$ cat config.mk
export PLATFORM = sky130hd
export DESIGN_NAME = vu_pattern_mem
export DESIGN_NICKNAME = d
export VERILOG_FILES = /design/src/rtl/vu_pattern_mem.sv
export SDC_FILE = /design/constraint.sdc
export NUM_CORES = 2
export LEC_CHECK = 0
export BUFFER_PORTS_ARGS = -buffer_cell sky130_fd_sc_hd__buf_2
export CORE_ASPECT_RATIO = 0.7
export CORE_UTILIZATION = 40
export DETAILED_ROUTE_END_ITERATION = 7
export PLACE_DENSITY = 0.58
export SYNTH_ARGS = -nofsm -noshare
export SYNTH_HDL_FRONTEND = slang
export SYNTH_SLANG_ARGS = --single-unit
$ cat constraint.sdc
create_clock -name i_clk -period 7.5 [get_ports i_clk]
set_clock_uncertainty 0.2 [all_clocks]
set_input_delay 2.25 -clock i_clk [delete_from_list [all_inputs] [get_ports i_clk]]
set_output_delay 2.25 -clock i_clk [all_outputs]
set_load 0.05 [all_outputs]
$ cat src/rtl/vu_pattern_mem.sv
// ============================================================================
// Module      : vu_pattern_mem
// Description : Multi-mode LED colour pattern store with a frame streamer that
//               blanks LEDs above the requested VU level.
// Revision    : 1.0 - initial release
// ============================================================================
`default_nettype none

module vu_pattern_mem #(
    parameter  int N_LEDS  = 20,
    parameter  int WIDTH   = 24,
    parameter  int N_MODES = 4,
    localparam int DEPTH   = N_MODES * N_LEDS,
    localparam int AW      = $clog2(DEPTH),
    localparam int MW      = (N_MODES > 1) ? $clog2(N_MODES) : 1,
    localparam int LW      = $clog2(N_LEDS + 1),
    localparam int IW      = $clog2(N_LEDS)
) (
    input  logic             i_clk,
    input  logic             i_rst_n,
    input  logic             i_wen,
    input  logic [AW-1:0]    i_waddr,
    input  logic [WIDTH-1:0] i_wdata,
    input  logic             i_start,
    input  logic [MW-1:0]    i_mode,
    input  logic [LW-1:0]    i_level,
    input  logic             i_ready,
    output logic [WIDTH-1:0] o_data,
    output logic             o_valid,
    output logic             o_last,
    output logic             o_busy
);

    localparam logic [WIDTH-1:0] c_RED      = WIDTH'(24'h000F00);
    localparam logic [IW-1:0]    c_LAST_IDX = IW'(N_LEDS - 1);

    typedef enum logic [1:0] {
        S_IDLE = 2'd0,
        S_READ = 2'd1,
        S_SEND = 2'd2
    } state_t;

    state_t           r_state;
    logic [MW-1:0]    r_mode;
    logic [LW-1:0]    r_level;
    logic [IW-1:0]    r_index;
    logic [AW-1:0]    w_raddr;

    // Power-up contents only; reset deliberately leaves the patterns alone.
    logic [WIDTH-1:0] r_mem [DEPTH] = '{default: c_RED};

    assign w_raddr = AW'(32'(r_mode) * N_LEDS + 32'(r_index));
    assign o_busy  = (r_state != S_IDLE);

    always_ff @(posedge i_clk) begin
        if (i_wen && (32'(i_waddr) < DEPTH)) begin
            r_mem[i_waddr] <= i_wdata;
        end
    end

    always_ff @(posedge i_clk or negedge i_rst_n) begin
        if (!i_rst_n) begin
            r_state <= S_IDLE;
            r_mode  <= '0;
            r_level <= '0;
            r_index <= '0;
            o_data  <= '0;
            o_valid <= 1'b0;
            o_last  <= 1'b0;
        end else begin
            case (r_state)
                S_IDLE: begin
                    if (i_start) begin
                        r_mode  <= (32'(i_mode) < N_MODES) ? i_mode : '0;
                        r_level <= (32'(i_level) > N_LEDS) ? LW'(N_LEDS) : i_level;
                        r_index <= '0;
                        r_state <= S_READ;
                    end
                end
                S_READ: begin
                    // Non-blocking read sees the pre-write word on an address collision.
                    o_data  <= (32'(r_index) < 32'(r_level)) ? r_mem[w_raddr] : '0;
                    o_valid <= 1'b1;
                    o_last  <= (r_index == c_LAST_IDX);
                    r_state <= S_SEND;
                end
                S_SEND: begin
                    if (i_ready) begin
                        o_valid <= 1'b0;
                        o_last  <= 1'b0;
                        if (r_index == c_LAST_IDX) begin
                            r_state <= S_IDLE;
                        end else begin
                            r_index <= r_index + 1'b1;
                            r_state <= S_READ;
                        end
                    end
                end
                default: r_state <= S_IDLE;
            endcase
        end
    end

endmodule

`default_nettype wire

Yosys cells after proc, flatten, opt, wreduce, memory -nomap -nowiden

Memory sizes are Yosys's and may differ from the RTL's.
Index checks and enable logic that the tools add are counted.

Muxes and demuxes: 15
$add $sub $neg: 2
Eq/ne operators: 6
Reductions and logical operators: 9
$lt $le $gt $ge: 3
Multiply operators: 1

Operators by type and width:

| kind                                                 | count |
|---|---|
| 2-to-1 mux 24 bit                                    | 1 |
| 2-to-1 mux 5 bit                                     | 4 |
| one-hot mux 5 bit (2 select lines)                   | 1 |
| adder 7 x 5 -> 7 bit                                 | 1 |
| < comparator 7 bit (second input constant)           | 1 |
| inequality test 2 bit (second input constant)        | 3 |
| one-hot mux 2 bit (3 select lines)                   | 1 |
| AND reduction 2 bit                                  | 3 |
| nonzero test 2 bit                                   | 3 |
| adder 5 x 1 -> 5 bit (second input constant)         | 1 |
| equality test 5 bit (second input constant)          | 1 |
| > comparator 5 bit (second input constant)           | 1 |
| < comparator 5 bit                                   | 1 |
| multiplier 2 x 3 -> 5 bit (second input constant)    | 1 |
| 2-to-1 mux 1 bit                                     | 4 |
| 2-to-1 mux 2 bit                                     | 2 |
| one-hot mux 1 bit (2 select lines)                   | 2 |
| AND reduction 4 bit                                  | 1 |
| equality test 2 x 1 -> 1 bit (second input constant) | 1 |
| equality test 2 bit (second input constant)          | 1 |
| zero test 2 bit                                      | 1 |
| logical AND 1 bit                                    | 1 |

Output and inout bits: 27
Logic and storage cells: 44
Input bits: 43
Memories kept: 1
Memory bits (writable): 1920
Flip-flop bits (word level): 40

Memories:

| memory | words | width | read ports | clocked after memory_dff | write ports | line | RTL |
|---|---|---|---|---|---|---|---|
| r_mem  | 80    | 24    | 1          | 0                        | 1           | 50   | `logic [WIDTH-1:0] r_mem [DEPTH] = '{default: c_RED};` |

Longest topological paths before layout

Word-level depth: 4
Depth in mapped cells: 12
Depth with buffers taken out: 9

Least setup slack after synthesis

No wires, ideal clock.

Kind: input -> register
From: in i_waddr[4]
To: mem r_mem[30][0] (enable)
Library setup time: 405 ps
Path buffers: 0
Path slack: 2853 ps
Required time: 6895 ps
Arrival: 4042 ps
Cell stages on the path: 5
Path through: o21ai_0 > nand2_1 > nor2_1 > nand3_1 > nor2_1

Cells in the longest elaborated chain, start to end: 4

RTL lines:

| what                                   | line | RTL |
|---|---|---|
| start: declaration                     | 22   | `input logic [AW-1:0] i_waddr,` |
| < comparator 7 bit                     | 56   | `if (i_wen && (32'(i_waddr) < DEPTH)) begin` |
| logical AND 1 bit                      | 56   |  |
| 2-to-1 mux 1 bit                       | 56   |  |
| 2-to-1 mux 1 bit (implied by the code) | 57   | `r_mem[i_waddr] <= i_wdata;` |
| end: declaration                       | 50   |  |

Parallel ways exist; a longest one is shown, timed or not.

Worst setup path after layout

From: in i_waddr[4]
To: mem r_mem[20][0] (enable)

Same word-level chain as after synthesis.

==> metrics.txt <==
# TYPE chip_impl_metric gauge
chip_impl_info{name="run_status",value="finished clean"} 1
chip_impl_metric{name="number_of_antenna_violations_at_the_first_check_in_global_routing",unit=""} 26
chip_impl_metric{name="die_x",unit="um"} 522
chip_impl_info{name="highest_layer",value="met5"} 1
chip_impl_metric{name="tritoncts_buffer_count",unit=""} 187
chip_impl_metric{name="clk_transition_reported_paths",unit="ns"} 0.06
chip_impl_metric{name="setup_viol_count_final",unit=""} 0
chip_impl_metric{name="min_period",unit="ns"} 5.00
chip_impl_metric{name="vdd_drop_max",unit="uV"} 281
chip_impl_metric{name="dp_worst_setup_slack",unit="ns"} 1.79
chip_impl_metric{name="cts_buffer_depth",unit=""} 4
chip_impl_info{name="tritoncts",value="done"} 1
chip_impl_metric{name="number_of_global_route_vias_before_repair",unit=""} 35600
chip_impl_info{name="critical_path_class",value="input port to flip-flop"} 1
chip_impl_metric{name="fin_hold_ws",unit="ns"} 0.315
chip_impl_metric{name="number_of_gates_given_a_new_drive_strength_after_cts",unit=""} 0
chip_impl_info{name="worst_setup_path_start_kind",value="input port"} 1
chip_impl_metric{name="cts_setup_buffers",unit=""} 0
chip_impl_metric{name="synth-warning-count",unit=""} 0
chip_impl_metric{name="synth-seq-area-share",unit=""} 0.774
chip_impl_metric{name="post_route_cells_drive_above_1_share",unit=""} 0.271
chip_impl_metric{name="yosys_register_bits",unit=""} 1960
chip_impl_metric{name="vias_per_cell",unit=""} 5.86
chip_impl_metric{name="worst-slew-pin-transition",unit="ns"} 1.40
chip_impl_metric{name="holdBufCountCts",unit=""} 0
chip_impl_metric{name="critical_path_required",unit="ns"} 7.80
chip_impl_metric{name="synth_nets",unit=""} 3519
chip_impl_metric{name="period_share",unit=""} 0.666
chip_impl_metric{name="layoutNonFillerInstCount",unit=""} 6296
chip_impl_metric{name="grt_first_pass_wirelength",unit="um"} 285000
chip_impl_metric{name="grt_use_total",unit=""} 0.212
chip_impl_metric{name="power.density",unit="mW/mm2"} 356
chip_impl_metric{name="routed_via_count",unit=""} 36900
chip_impl_metric{name="first_iter_violations",unit=""} 5643
chip_impl_metric{name="synthToLayoutAreaGrowth",unit="%"} 12.5
chip_impl_info{name="synth_area_leader",value="edfxtp_1"} 1
chip_impl_metric{name="power.total",unit="mW"} 30.4
chip_impl_metric{name="timing.critical_path.fanout_max",unit=""} 13
chip_impl_info{name="dominantRegCellSynth",value="edfxtp_1"} 1
chip_impl_metric{name="floorplan.rows",unit=""} 133
chip_impl_metric{name="die_outline_area",unit="mm2"} 0.191
chip_impl_info{name="post_synth_main_area_contributors",value="edfxtp_1, mux4_2, dfrtp_1, nand2_1, mux2i_1"} 1
chip_impl_metric{name="synth_top_area_share",unit=""} 0.761
chip_impl_metric{name="synth_edf_count",unit=""} 1920
chip_impl_info{name="cts.root.buffer_cell",value="clkbuf_16"} 1
chip_impl_metric{name="die_h",unit="um"} 366
chip_impl_metric{name="footprint_of_the_multi_input_gates",unit="mm2"} 0.0162
chip_impl_metric{name="timing.max_cap.violations",unit=""} 0
chip_impl_metric{name="routed-wl-met2",unit="um"} 85200
chip_impl_metric{name="fin_nets",unit=""} 3714
chip_impl_metric{name="gp_congestion",unit=""} 0.850
chip_impl_metric{name="ant_nets",unit=""} 0
chip_impl_metric{name="achievable-frequency",unit="GHz"} 0.200
chip_impl_metric{name="report.final.hold_viol_count",unit=""} 0
chip_impl_info{name="hp-class",value="flip-flop to flip-flop"} 1
chip_impl_metric{name="core_area",unit="mm2"} 0.188
chip_impl_metric{name="numPlacedInstances",unit=""} 5970
chip_impl_metric{name="post-route-drc-count",unit=""} 0
chip_impl_metric{name="placement.io_buffers",unit=""} 69
chip_impl_metric{name="power.leakage",unit="nW"} 26.3
chip_impl_metric{name="wl_met3",unit="um"} 22600
chip_impl_metric{name="yosys.cell_types.count",unit=""} 55
chip_impl_info{name="final_common_cell",value="edfxtp_1"} 1
chip_impl_metric{name="critical_path_arrival",unit="ns"} 5.29
chip_impl_metric{name="cts_num_sinks",unit=""} 1960
chip_impl_metric{name="globalRouteOverflowTotal",unit=""} 0
chip_impl_metric{name="setup_tns",unit="ns"} 0
chip_impl_metric{name="place_hpwl",unit="um"} 120000
chip_impl_metric{name="placed_area",unit="mm2"} 0.0795
chip_impl_info{name="grt_setup_unrepaired",value="false"} 1
chip_impl_metric{name="cells_after_synthesis",unit=""} 3467
chip_impl_metric{name="post-route-worst-setup-slack",unit="ns"} 2.50
chip_impl_metric{name="ioPinCount",unit=""} 70
chip_impl_metric{name="async_reset_ff_frac",unit=""} 0.0204
chip_impl_metric{name="htree_num_levels",unit=""} 4
chip_impl_metric{name="route.layer.met1.wl",unit="um"} 91100
chip_impl_metric{name="drt_pass1_iterations",unit=""} 5
chip_impl_metric{name="layout.filler_cells",unit=""} 15500
chip_impl_info{name="worstSetupEndpointType",value="flip-flop"} 1
chip_impl_metric{name="finalCoreUtilization",unit=""} 0.453
chip_impl_metric{name="worst_relative_slew_slack",unit=""} 0.0551
chip_impl_metric{name="start_util",unit=""} 0.403
chip_impl_metric{name="wirelength",unit="um"} 203000
chip_impl_metric{name="sequential_cell_area",unit="mm2"} 0.0587
chip_impl_metric{name="post_synth_instance_area",unit="mm2"} 0.0757
chip_impl_metric{name="postSynthAreaPerCell",unit="um2"} 21.8
chip_impl_metric{name="pin_count_of_the_biggest_net_entering_global_routing",unit=""} 117
chip_impl_metric{name="layout.cell_area.non_filler",unit="mm2"} 0.0852
chip_impl_metric{name="worstSkewPairLatency",unit="ns"} 0.83
chip_impl_metric{name="routed_wire_length_per_instance",unit="um"} 32.2
chip_impl_info{name="layout.cells.most_common_list",value="edfxtp_1, mux4_2, nand2_1, clkbuf_16, buf_4"} 1
chip_impl_metric{name="slew_viol_final",unit=""} 0
==> cell usage after synthesis, types with 11 or more instances <==
library cell	number
nor3_1	18
nand2_1	205
buf_4	38
buf_6	33
clkbuf_1	48
a21oi_1	40
nor2b_1	17
nor4_1	16
o221ai_1	17
mux2i_1	69
a311oi_1	13
a32oi_1	13
o21ai_0	16
buf_2	55
nand3_1	70
dfrtp_1	40
mux4_2	490
nand4_1	17
inv_1	11
and3_1	14
o211ai_1	13
nor2_1	111
o22ai_1	65
edfxtp_1	1920
==> cell type report <==
cell class	instances	share of cell area
diodes	3	0.0000881
multi-input cells	1305	0.190
flip-flops and latches	1960	0.689
inverters	15	0.000661
well taps	2497	0.0367
repair buffers	193	0.0172
clock inverters	86	0.00839
clock buffers	237	0.0586
==> registers in the layout, indices dropped and copies added, names as in the netlist <==
signal,flops
r_index,5
r_state,2
r_mem,1920
o_last,1
o_valid,1
r_level,5
r_mode,2
o_data,24
==> cells by family after synthesis <==
group / after synthesis / share of synthesized area
DFF: 1960 / 0.774
muxes: 559 / 0.155
and+or+nand+nor: 493 / 0.0291
AOI/OAI and AO/OA: 237 / 0.0221
buffers and inverters: 202 / 0.0172
adders and majority gates: 9 / 0.00159
xor gates and xnor gates: 7 / 0.000809
==> final timing paths <==
path,cells past startpoint,start,end,slack (ns)
setup / recovery,7,i_waddr[4],r_mem[20][0],2.50
hold / removal,1,r_level[0],r_level[0],0.31
setup reg to reg,9,r_mode[1],o_data[2],2.96
hold reg to reg,1,r_level[0],r_level[0],0.31
max in group asynchronous,1,i_rst_n,r_index[0],4.90
min in group asynchronous,1,i_rst_n,r_level[3],1.42
==> worst max-delay path, stage by stage <==
cell and delay (ns):
buf_2 0.16, o21ai_0 0.27, nand2_1 0.09, nor2_1 0.22, nand3b_1 0.90, nor2_2 1.02, buf_4 0.36
==> metal layers <==
layer | vias up | track usage
met2 | 1791 | 0.288
met4 | 2 | 0.0462
met1 | 19900 | 0.337
li1 | 15000 | -
met3 | 241 | 0.0580
met5 | - | 0
==> report_power, final <==
group	internal, mW	switching, mW
clock	5.10	4.00
combinational	3.52	5.45
sequential	12.1	0.156
total	20.7	9.61
Note: power is estimated with default switching activity, not from simulation.
